===== src/rtl/keypad_display_decoder_if.sv =====
// Key strobe bus into the display decoder plus the exported MM:SS entry buffer.
interface keypad_display_decoder_if;
  logic [3:0]  key_code;
  logic        key_valid;
  logic        lock;
  logic [15:0] digits;
  logic        ready;
  logic        err;

  modport master (output key_code, key_valid, lock, input digits, ready, err);
  modport slave  (input key_code, key_valid, lock, output digits, ready, err);
endinterface


===== src/rtl/keypad_display_decoder.sv =====
// Four-digit MM:SS entry buffer fed by encoded key strobes, driving a scanned seven-segment display.
// Optional build macro LEADING_ZERO_BLANK_EN blanks leading zero minute digits.
module keypad_display_decoder #(
  parameter int SCAN_DIV = 16
) (
  input  logic                           i_clk,
  input  logic                           i_clear,
  keypad_display_decoder_if.slave        key_bus,
  output logic [3:0]                     o_an,
  output logic [6:0]                     o_seg
);
  localparam int DIV_W = $clog2(SCAN_DIV);
  localparam logic [DIV_W-1:0] DIV_LAST = DIV_W'(SCAN_DIV - 1);

  logic [15:0]      r_digits;
  logic [2:0]       r_count;
  logic             r_ready;
  logic             r_err;
  logic [DIV_W-1:0] r_div;
  logic [1:0]       r_idx;
  logic [3:0]       r_an;
  logic [6:0]       r_seg;

  logic             w_key_bad;
  logic [15:0]      w_digits_nxt;
  logic [2:0]       w_count_nxt;
  logic [DIV_W-1:0] w_div_nxt;
  logic [1:0]       w_idx_nxt;
  logic [3:0]       w_nibble;
  logic             w_blank;
  logic [3:0]       w_an_nxt;
  logic [6:0]       w_seg_nxt;

  function automatic logic [6:0] glyph(input logic [3:0] nib);
    case (nib)
      4'd0:    glyph = 7'h3F;
      4'd1:    glyph = 7'h06;
      4'd2:    glyph = 7'h5B;
      4'd3:    glyph = 7'h4F;
      4'd4:    glyph = 7'h66;
      4'd5:    glyph = 7'h6D;
      4'd6:    glyph = 7'h7D;
      4'd7:    glyph = 7'h07;
      4'd8:    glyph = 7'h7F;
      4'd9:    glyph = 7'h6F;
      default: glyph = 7'h00;
    endcase
  endfunction

  // Key acceptance: shift valid digits in, flag invalid codes, ignore everything while locked.
  always_comb begin
    w_key_bad    = 1'b0;
    w_digits_nxt = r_digits;
    w_count_nxt  = r_count;
    if (key_bus.key_valid && !key_bus.lock) begin
      if (key_bus.key_code <= 4'd9) begin
        w_digits_nxt = {r_digits[11:0], key_bus.key_code};
        if (r_count != 3'd4) begin
          w_count_nxt = r_count + 3'd1;
        end else begin
          w_count_nxt = r_count;
        end
      end else begin
        w_key_bad = 1'b1;
      end
    end else begin
      w_key_bad = 1'b0;
    end
  end

  // Scan timing and display data; an/seg come from the next index and next buffer so they move together.
  always_comb begin
    w_div_nxt = r_div + DIV_W'(1);
    w_idx_nxt = r_idx;
    w_nibble  = 4'd0;
    w_blank   = 1'b0;
    if (r_div == DIV_LAST) begin
      w_div_nxt = '0;
      w_idx_nxt = r_idx + 2'd1;
    end else begin
      w_div_nxt = r_div + DIV_W'(1);
      w_idx_nxt = r_idx;
    end
    case (w_idx_nxt)
      2'd0:    w_nibble = w_digits_nxt[3:0];
      2'd1:    w_nibble = w_digits_nxt[7:4];
      2'd2:    w_nibble = w_digits_nxt[11:8];
      2'd3:    w_nibble = w_digits_nxt[15:12];
      default: w_nibble = 4'd0;
    endcase
`ifdef LEADING_ZERO_BLANK_EN
    if (w_idx_nxt == 2'd3) begin
      w_blank = (w_digits_nxt[15:12] == 4'd0);
    end else if (w_idx_nxt == 2'd2) begin
      w_blank = (w_digits_nxt[15:8] == 8'd0);
    end else begin
      w_blank = 1'b0;
    end
`else
    w_blank = 1'b0;
`endif
    w_an_nxt  = 4'b0001 << w_idx_nxt;
    w_seg_nxt = w_blank ? 7'h00 : glyph(w_nibble);
  end

  // State registers; clear overrides any simultaneous key strobe.
  always_ff @(posedge i_clk) begin
    if (i_clear) begin
      r_digits <= 16'h0000;
      r_count  <= 3'd0;
      r_ready  <= 1'b0;
      r_err    <= 1'b0;
      r_div    <= '0;
      r_idx    <= 2'd0;
      r_an     <= 4'b0001;
      r_seg    <= 7'h3F;
    end else begin
      r_digits <= w_digits_nxt;
      r_count  <= w_count_nxt;
      r_ready  <= (w_count_nxt != 3'd0);
      r_err    <= w_key_bad;
      r_div    <= w_div_nxt;
      r_idx    <= w_idx_nxt;
      r_an     <= w_an_nxt;
      r_seg    <= w_seg_nxt;
    end
  end

  assign key_bus.digits = r_digits;
  assign key_bus.ready  = r_ready;
  assign key_bus.err    = r_err;
  assign o_an           = r_an;
  assign o_seg          = r_seg;
endmodule


===== src/flat_wrapper.sv =====
// flat-port wrapper written by rule: the top's interface ports become plain ports
module keypad_display_decoder_flat 
#(
  parameter int SCAN_DIV = 16
)
  (i_clk, i_clear, o_an, o_seg, key_bus_key_code, key_bus_key_valid, key_bus_lock, key_bus_digits, key_bus_ready, key_bus_err);
  keypad_display_decoder_if key_bus_i ();
  input  logic i_clk;
  input  logic i_clear;
  output logic [3:0] o_an;
  output logic [6:0] o_seg;
  input wire logic [$bits(key_bus_i.key_code)-1:0] key_bus_key_code;
  input wire logic [$bits(key_bus_i.key_valid)-1:0] key_bus_key_valid;
  input wire logic [$bits(key_bus_i.lock)-1:0] key_bus_lock;
  output wire logic [$bits(key_bus_i.digits)-1:0] key_bus_digits;
  output wire logic [$bits(key_bus_i.ready)-1:0] key_bus_ready;
  output wire logic [$bits(key_bus_i.err)-1:0] key_bus_err;
  assign key_bus_i.key_code = key_bus_key_code;
  assign key_bus_i.key_valid = key_bus_key_valid;
  assign key_bus_i.lock = key_bus_lock;
  assign key_bus_digits = key_bus_i.digits;
  assign key_bus_ready = key_bus_i.ready;
  assign key_bus_err = key_bus_i.err;
  keypad_display_decoder #(.SCAN_DIV(SCAN_DIV)) u_core (.i_clk(i_clk), .i_clear(i_clear), .key_bus(key_bus_i), .o_an(o_an), .o_seg(o_seg));
endmodule

===== config.mk =====
export PLATFORM = sky130hd
export DESIGN_NAME = keypad_display_decoder_flat
export DESIGN_NICKNAME = d
export VERILOG_FILES = /design/src/rtl/keypad_display_decoder_if.sv /design/src/rtl/keypad_display_decoder.sv /design/src/flat_wrapper.sv
export SDC_FILE = /design/constraint.sdc
export NUM_CORES = 1
export LEC_CHECK = 0
export CORE_MARGIN = 3
export CORE_UTILIZATION = 45
export DETAILED_ROUTE_END_ITERATION = 10
export MAX_ROUTING_LAYER = met4
export PLACE_DENSITY_LB_ADDON = 0.1
export SYNTH_ARGS = -nofsm -noshare
export SYNTH_HDL_FRONTEND = slang
export SYNTH_SLANG_ARGS = --single-unit

===== constraint.sdc =====
create_clock -name i_clk -period 4 [get_ports i_clk]
set_clock_uncertainty 0.05 [all_clocks]
set_input_delay 0.4 -clock i_clk [delete_from_list [all_inputs] [get_ports i_clk]]
set_output_delay 0.4 -clock i_clk [all_outputs]
set_load 0.005 [all_outputs]

Word level (Yosys, flattened, before mapping)
Memories as Yosys holds them, arrays and structs flattened. A register that Yosys moved wholly into a read port is not among the register bits.
Index checks and enable logic that the tools add are counted.
{ "totals": {"romBits": 112, "reg_bits": 31, "in_bits": 8, "elab_cells": 33, "output_inout_bits": 29, "memories": 1} }
{ "classes": {"n_eq_ne": 5, "n_mux": 8, "n_lt_le_gt_ge": 1, "shifts": 1, "bitwise": 1, "reduce_logical": 6, "addsub": 3} }
{ "memory_table": {"columns": ["memory", "depth", "word_bits", "rd", "rd_ports_with_merged_regs", "wr", "line_no", "rtl"], "rows": [
  ["(no name shown)", 16, 7, 1, 1, 0, "keypad_display_decoder.sv:35", "case (nib)"]
]} }
{ "ops": {"columns": ["operator", "n"], "rows": [
  ["2-to-1 mux 16 bit", 2],
  ["one-hot mux 4 bit (4 select lines)", 1],
  ["2-to-1 mux 3 bit", 3],
  ["adder 4 x 1 -> 4 bit (second input constant)", 1],
  ["== test 2 bit (second input constant)", 2],
  ["== test 4 bit (second input constant)", 1],
  ["less-or-equal comparator 4 bit (second input constant)", 1],
  ["OR reduction 2 bit", 2],
  ["left shift 1 x 2 -> 4 bit (first input constant)", 1],
  ["adder 3 x 1 -> 3 bit (second input constant)", 1],
  ["!= test 3 bit (second input constant)", 1],
  ["nonzero test 3 bit", 1],
  ["adder 2 x 1 -> 2 bit (second input constant)", 1],
  ["== test 2 x 1 -> 1 bit (second input constant)", 1],
  ["zero test 2 bit", 1],
  ["2-to-1 mux 2 bit", 1],
  ["logical AND 1 bit", 1],
  ["zero test 1 bit", 1],
  ["2-to-1 mux 1 bit", 1],
  ["NOT 1 bit", 1]
]} }

Depth between registers and ports, before layout
{ "depth": {"depth_word": 5, "ltp_mapped": 13, "mapped_depth_nobuf": 12} }

Least setup slack after synthesis
No wires, ideal clock.
{ "synth_timing": {"kind": "flip-flop to flip-flop", "from": "register u_core.r_div[0]", "to": "register u_core.r_seg[3], in the netlist u_core.o_seg[3]", "t_required_ps": 3881, "t_arrival_ps": 2632, "path_stages_with_launch": 14, "setup_slack_ps": 1249, "path_cell_list": "dfxtp_1 ha_1 and3_1 buf_6 nor2_1 mux2_2 a2bb2oi_1 a21oi_1 o21ai_0 inv_1 ha_1 inv_1 mux2_4 o21ai_1"} }
{ "synth_between": {"elab_chain_len": 4, "word_cells_on_any_way": 7, "classes_between": "eq/ne: 4; mux: 2; reduce/logical: 1"} }
{ "synth_rtl": {"columns": ["element", "line_no", "rtl"], "rows": [
  ["from (decl)", "keypad_display_decoder.sv:19", "logic [DIV_W-1:0] r_div;"],
  ["from (signal assigned)", "keypad_display_decoder.sv:122", "r_div <= w_div_nxt;"],
  ["== test 4 bit (*)", "keypad_display_decoder.sv:77", "if (r_div == DIV_LAST) begin"],
  ["2-to-1 mux 2 bit (*)", "keypad_display_decoder.sv:77", null],
  ["== test 2 bit, or another cell as far along", "keypad_display_decoder.sv:84", "case (w_idx_nxt)"],
  ["one-hot mux 4 bit (4 select lines) (*)", "keypad_display_decoder.sv:84", null],
  ["to (decl)", "keypad_display_decoder.sv:22", "logic [6:0] r_seg;"]
]} }
Mark *: on every way between the ends. The rest lies on a longest branch, timed or not.
A chain may end at the register's enable or synchronous reset.

Worst setup path after layout
Same ends and word-level chain as after synthesis.

==> metrics.txt <==
status complete, no violations; Syn Inst Count about 220; Worst Tran Pin Value 0.701 ns; total routed wirelength between 4000 and 5000 um; drt drc 0; Cell Int Power 615 uW; Post-CTS Setup Inserts 0; Starting Density 0.471; DR vias/cell 5.31; Setup Crit Path Kind flop to flop; Yosys top cell by area dfxtp_1; main area contributors after synthesis dfxtp_1 40%, nand2_1 6.1%, ha_1 5.9%; RSZ-0062 raised after global routing no; clk root buf clkbuf_8; VDD IR max 0.225 mV; core box area around 4100 um^2; post-synthesis sequential area ratio 0.398; number of enable flip-flop cells after synthesis 0; clock tree buffer depth 2; share of cells above drive strength 1 0.101; Async SR Flop Fraction 0; port bufs 36; syn_nets roughly 240; area share of the largest cell type after synthesis 0.398; sequential cell fraction of total power 0.503; residual overflow from global routing 0; Clock transition at path regs approximately 0.07 ns; Sw Share 0.225; First-pass DRT Iterations 4; full die area a little over 5000 um^2; Final Wtd Congestion between 0.8 and 0.9; Total Routing Usage GR 0.173; Post-CTS Resized 0; largest net degree at the start of global routing 22; power density over the cells about 330 nW/um^2; Via Count around 1600; Crit path required time between 4 and 5 ns; Mapped Area between 1500 and 2000 um^2; CTS tree yes; mean post-synth cell area roughly 8.6 um^2; # hold bufs at CTS 0; Critical Path Fanout Max 9; worst rel slew slack 0.528; Fmax 0.309 GHz; top_reg_cell synth dfxtp_1; Post-Route Setup TNS 0 ns; maxcap violations 0; Worst EP arrival 3.41 ns; total power ~800 uW; max-slew violations 0; antenna violations before repair 0; worst slack, placed 0.480 ns; first-pass GRT wire length between 6000 and 7000 um; post-layout min period about 3.2 ns; worst hold-check path type flop to flop; DIE HEIGHT between 70 and 80 um; Num Clock Sinks 38; combinational share of power 0.118; Final Hold Viols 0; Final WS setup 0.761 ns; startpoint types flop; number of synthesized register bits 38; Die W roughly 70 um; Final setup viols 0; Clock Power Share 0.379; post-route ant nets 0; crit end category flop; CTS buffer count 5; WL/cell 13.1 um; Yosys cell types between 50 and 60; clk_lat worst skew between 0.2 and 0.3 ns; final antenna diode count 0; 1st-iter DRT viols 91; Post-DP HPWL between 2000 and 3000 um; Yosys warnings 0; FP Rows 23; switching power total around 180 uW; Nets ~270; Leak slightly above 0.9 nW; Tcrit/Tclk final 0.810; # IOs 37; CTS H-tree lvls 2; Area Overhead vs Synth 25.4%; vias in the first global route between 1500 and 2000
[layout by cell type (no fill, tap or decap), types with 2 or more instances in the layout]
cell type        count
dfxtp_1             38
clkdlybuf4s50_1     36
nand2_1             31
nor2_1              22
a21oi_1             21
o21ai_0             11
inv_1                9
ha_1                 9
nor3_1               8
clkbuf_8             8
mux2i_1              6
buf_4                4
mux2_2               3
and2_1               3
nor3b_1              3
o21ai_1              3
nand3_1              2
o211a_1              2
nand2b_1             2
mux2_4               2
nand4b_1             2
o21bai_1             2
xnor2_1              2
[cell families (layout without fill, tap and decap cells)]
kind of cell	count (synthesis)	count (layout)	synth area share
multiplexers	12	12	0.0706
buffers and inverters	21	57	0.0582
XOR/XNOR	2	2	0.00916
AO/OA/AOI/OAI	56	56	0.192
AND/OR/NAND/NOR	84	84	0.213
flip-flops	38	38	0.398
adder cells (fa/ha/maj)	9	9	0.0589
[layer usage]
metal | vias to the layer above | global-route usage | wire length (um)
met5 | - | - | 0
met2 | 43 | 0.258 | 1820
met4 | 0 | 0.0543 | 65
met1 | 746 | 0.227 | 1960
li1 | 840 | - | -
met3 | 7 | 0.0469 | 185
[synth_stat cells, types with 2 or more instances]
library cell,instances
dfxtp_1,38
nand2_1,31
nor2_1,22
a21oi_1,21
o21ai_0,11
ha_1,9
inv_1,9
nor3_1,8
clkbuf_1,6
mux2i_1,6
buf_6,4
and2_1,3
mux2_2,3
nor3b_1,3
o21ai_1,3
buf_2,2
mux2_4,2
nand2b_1,2
nand3_1,2
nand4b_1,2
o211a_1,2
o21bai_1,2
xnor2_1,2
[critical path, cell delays in order (launching register included)]
cell,delay [ns]
dfxtp_1,0.37
ha_1,0.29
and3_1,0.40
nor2_1,0.09
mux2_2,0.27
a2bb2oi_1,0.15
a21oi_1,0.08
o21ai_0,0.59
inv_1,0.15
ha_1,0.32
inv_1,0.05
mux2_4,0.26
o21ai_1,0.11
[final timing paths]
kind,startpoint,endpoint,slack (ns),cells past startpoint
setup / recovery,u_core.r_div[0]$_SDFF_PP0_,u_core.o_seg[3]$_SDFF_PP1_,0.76,12
hold / removal,u_core.key_bus.digits[13]$_SDFF_PP0_,u_core.key_bus.digits[13]$_SDFF_PP0_,0.43,2
setup reg to reg,u_core.r_div[0]$_SDFF_PP0_,u_core.o_seg[3]$_SDFF_PP1_,0.76,12
hold reg to reg,u_core.key_bus.digits[13]$_SDFF_PP0_,u_core.key_bus.digits[13]$_SDFF_PP0_,0.43,2
[stage by stage]
| step | area [um^2] | cells | utilization | hold slack, ns |
|---|---|---|---|---|
| final | 2400 | 308 | 0.591 | 0.426 |
| after global routing | 2400 | 308 | 0.591 | 0.451 |
| after CTS | 2400 | 308 | 0.591 | 0.425 |
| after detailed placement | 2290 | 300 | 0.564 | 0.409 |
| after global placement | 2290 | 300 | 0.564 | 0.411 |
| after floorplan | 1910 | 222 | - | 0.400 |
[registers in the layout, summed over array words and instances, names as in the netlist]
| signal | cells |
|---|---|
| u_core.key_bus.ready | 1 |
| u_core.r_count | 3 |
| u_core.r_idx | 2 |
| u_core.o_an | 4 |
| u_core.key_bus.digits | 16 |
| u_core.r_div | 4 |
| u_core.o_seg | 7 |
| u_core.key_bus.err | 1 |
[area by class of cell]
type | instances | area [um^2]
multi-input combinational | 163 | 1040
sequential | 38 | 761
tap | 50 | 62.6
timing repair buffer | 40 | 390
inverter | 9 | 33.8
clock buffer | 8 | 110
fill | 368 | 1660
[power by group through the flow]
stage | logic [mW] | registers, mW | clock network [mW]
floorplan | 0.0570 | 0.408 | 0
global placement | 0.0928 | 0.407 | 0
detailed placement | 0.0936 | 0.408 | 0
CTS | 0.0940 | 0.399 | 0.312
global route | 0.103 | 0.401 | 0.329
finish | 0.0932 | 0.399 | 0.301
Note: power is estimated with default switching activity, not from simulation.
==> variant, RTL diff (same settings) <==
`SCAN_DIV` is set to 16 in 2 places; all go to 32.
--- a/src/rtl/keypad_display_decoder.sv
+++ b/src/rtl/keypad_display_decoder.sv
@@ -1,7 +1,7 @@
 // Four-digit MM:SS entry buffer fed by encoded key strobes, driving a scanned seven-segment display.
 // Optional build macro LEADING_ZERO_BLANK_EN blanks leading zero minute digits.
 module keypad_display_decoder #(
-  parameter int SCAN_DIV = 16
+  parameter int SCAN_DIV = 32
 ) (
   input  logic                           i_clk,
   input  logic                           i_clear,
--- a/src/flat_wrapper.sv
+++ b/src/flat_wrapper.sv
@@ -1,7 +1,7 @@
 // flat-port wrapper written by rule: the top's interface ports become plain ports
 module keypad_display_decoder_flat 
 #(
-  parameter int SCAN_DIV = 16
+  parameter int SCAN_DIV = 32
 )
   (i_clk, i_clear, o_an, o_seg, key_bus_key_code, key_bus_key_valid, key_bus_lock, key_bus_digits, key_bus_ready, key_bus_err);
   keypad_display_decoder_if key_bus_i ();
Behaviour: no difference found for any inputs over 10 cycles, from zero or initial values; that may be too few to reach the edited logic, so the function may still have changed.
==> variant against the original RTL <==
Combinational power increased by 3.5%. Core utilization increased by 0.093 points. Global-route usage increased by 2.6 points. Design area increased by 0.16%. Wire length increased by 12%. Sequential cell count increased by 1. Area after synthesis increased by 0.39%. Power decreased by 2.3%. Worst setup slack improved by 0.050 ns. Count of clock-buffer cells in the layout decreased by 2. Sequential power increased by 2%. Highest routed layer unchanged.
==> variant: results <==
export IMPL_status="complete, no violations"
export IMPL_drtAntennaViolNets=0
export IMPL_grt_max_degree=19
export IMPL_antenna_found_initial=0
export IMPL_nNetsFinal=268
export IMPL_routed_via_count=1706
export IMPL_whs_ns=0.4335
export IMPL_cts_clk_slew_worst_paths_ns=0.08
export IMPL_post_cts_setup_buffers=0
export IMPL_crit_family="compound AO/OA/AOI/OAI gates"
export IMPL_cp_arrival_ns=3.37
export IMPL_avgSynthCellArea_sq_um=8.975
export IMPL_hold_start="u_core.r_div[0]"
export IMPL_yosysWarningCount=0
export IMPL_r2r_slack_ns=0.81
export IMPL_largest_reg_flops=16
export IMPL_crit_fanout=11
export IMPL_dp_cells=293
export IMPL_reg2reg_to="u_core.o_seg[0]"
export IMPL_whs_path_depth=1
export IMPL_hold_path_class="reg2reg"
export IMPL_mappedNetlistNets=232
export IMPL_synthArstFlopShare=0
export IMPL_hpwlAfterDp_mm=3.230
export IMPL_clk_latency_ns=0.29
export IMPL_hold_end="u_core.r_div[0]"
export IMPL_placedInstanceArea_sq_mm=0.002315
export IMPL_power_leakage_nw=0.9207
export IMPL_totalWireLength_mm=4.531
export IMPL_gp_congestion=0.9060
export IMPL_r2r_cells=10
export IMPL_pre_cts_ws_ns=0.6939
export IMPL_critPathSlowestCell="ha_1"
export IMPL_yosys_top_cells_count="dfxtp_1 (39), nand2_1 (24), nor2_1 (20)"
export IMPL_clockBufferDepth=2
export IMPL_seq_area_frac_synth=0.4065
export IMPL_htree_levels=2
export IMPL_grt_usage=0.1985
export IMPL_dr_first_iter_drc_count=78
export IMPL_cp_start_kind="register"
export IMPL_max_stage_delay_ns=0.48
export IMPL_ys_types=55
export IMPL_grt_pass1_wl_mm=7.893
export IMPL_wl_per_cell_um=15.10
export IMPL_p_per_area_mw_per_mm2=322.5
export IMPL_cts_root_buffer="clkbuf_8"
export IMPL_synth_area_leaders="dfxtp_1 (41%), ha_1 (6.5%), nand2_1 (4.7%), a21oi_1 (4.2%), nor2_1 (3.9%)"
export IMPL_grt_pass1_vias=1668
export IMPL_relSlewSlack=0.5293
export IMPL_vdd_drop_max_mv=0.2162
export IMPL_n_antenna_cell=0
export IMPL_num_fill_cells=371
export IMPL_final_layout_size_suffix_gt1_frac=0.07200
export IMPL_ctsResizeCount=0
export IMPL_numPortBuffers=36
export IMPL_startpoint="u_core.r_div[0]"
variant: cell types whose count changed in the layout (fill, tap and decap cells not counted), sizes merged, moves of 3 or more:
| cell | unedited run | this run |
|---|---|---|
| a21oi | 21 | 16 |
| and3 | 1 | 6 |
| o21ai | 15 | 10 |
| mux2 | 6 | 1 |
| nand2 | 32 | 24 |
| o2bb2ai | 0 | 3 |
| a32oi | 0 | 3 |
| nand3 | 3 | 6 |
variant: area by class of cell:
| cell class | count | area share |
|---|---|---|
| multi-input cells | 156 | 0.4406 |
| flip-flops and latches | 39 | 0.3250 |
| inverters | 10 | 0.01563 |
| clock buffers | 6 | 0.03438 |
| repair buffers | 38 | 0.1563 |
| clock inverters | 1 | 0.002083 |
| well taps | 50 | 0.02604 |
variant: logic make-up after synthesis:
group,share of synthesized area
AOI/OAI and AO/OA,0.2143
xor gates and xnor gates,0.02672
adders and majority gates,0.06515
buffers and inverters,0.04234
DFF,0.4065
muxes,0.05407
and+or+nand+nor,0.1909
variant: worst max path at each step:
stage	endpoint	slack, ns	cells after the start
detailed placement	u_core.o_seg[3]	0.69	10
finish	u_core.o_seg[0]	0.81	10
global route	u_core.o_seg[0]	0.51	10
global placement	u_core.o_seg[3]	0.78	10
CTS	u_core.o_seg[3]	0.79	13
floorplan	u_core.o_seg[0]	1.26	11
variant: layer usage:
metal / vias to the layer above / global-route usage / routed length (um)
met5: - / - / 0
met3: 6 / 0.04488 / 209
met1: 813 / 0.2768 / 2235
li1: 842 / - / -
met4: 0 / 0.05428 / 52
met2: 45 / 0.2898 / 2034
variant: power breakdown:
group	internal, mW	leakage (nW)	switching, mW
registers	0.401	0.317	0.00721
logic	0.0483	0.557	0.0483
clock network	0.135	0.0470	0.134
total	0.585	0.921	0.190
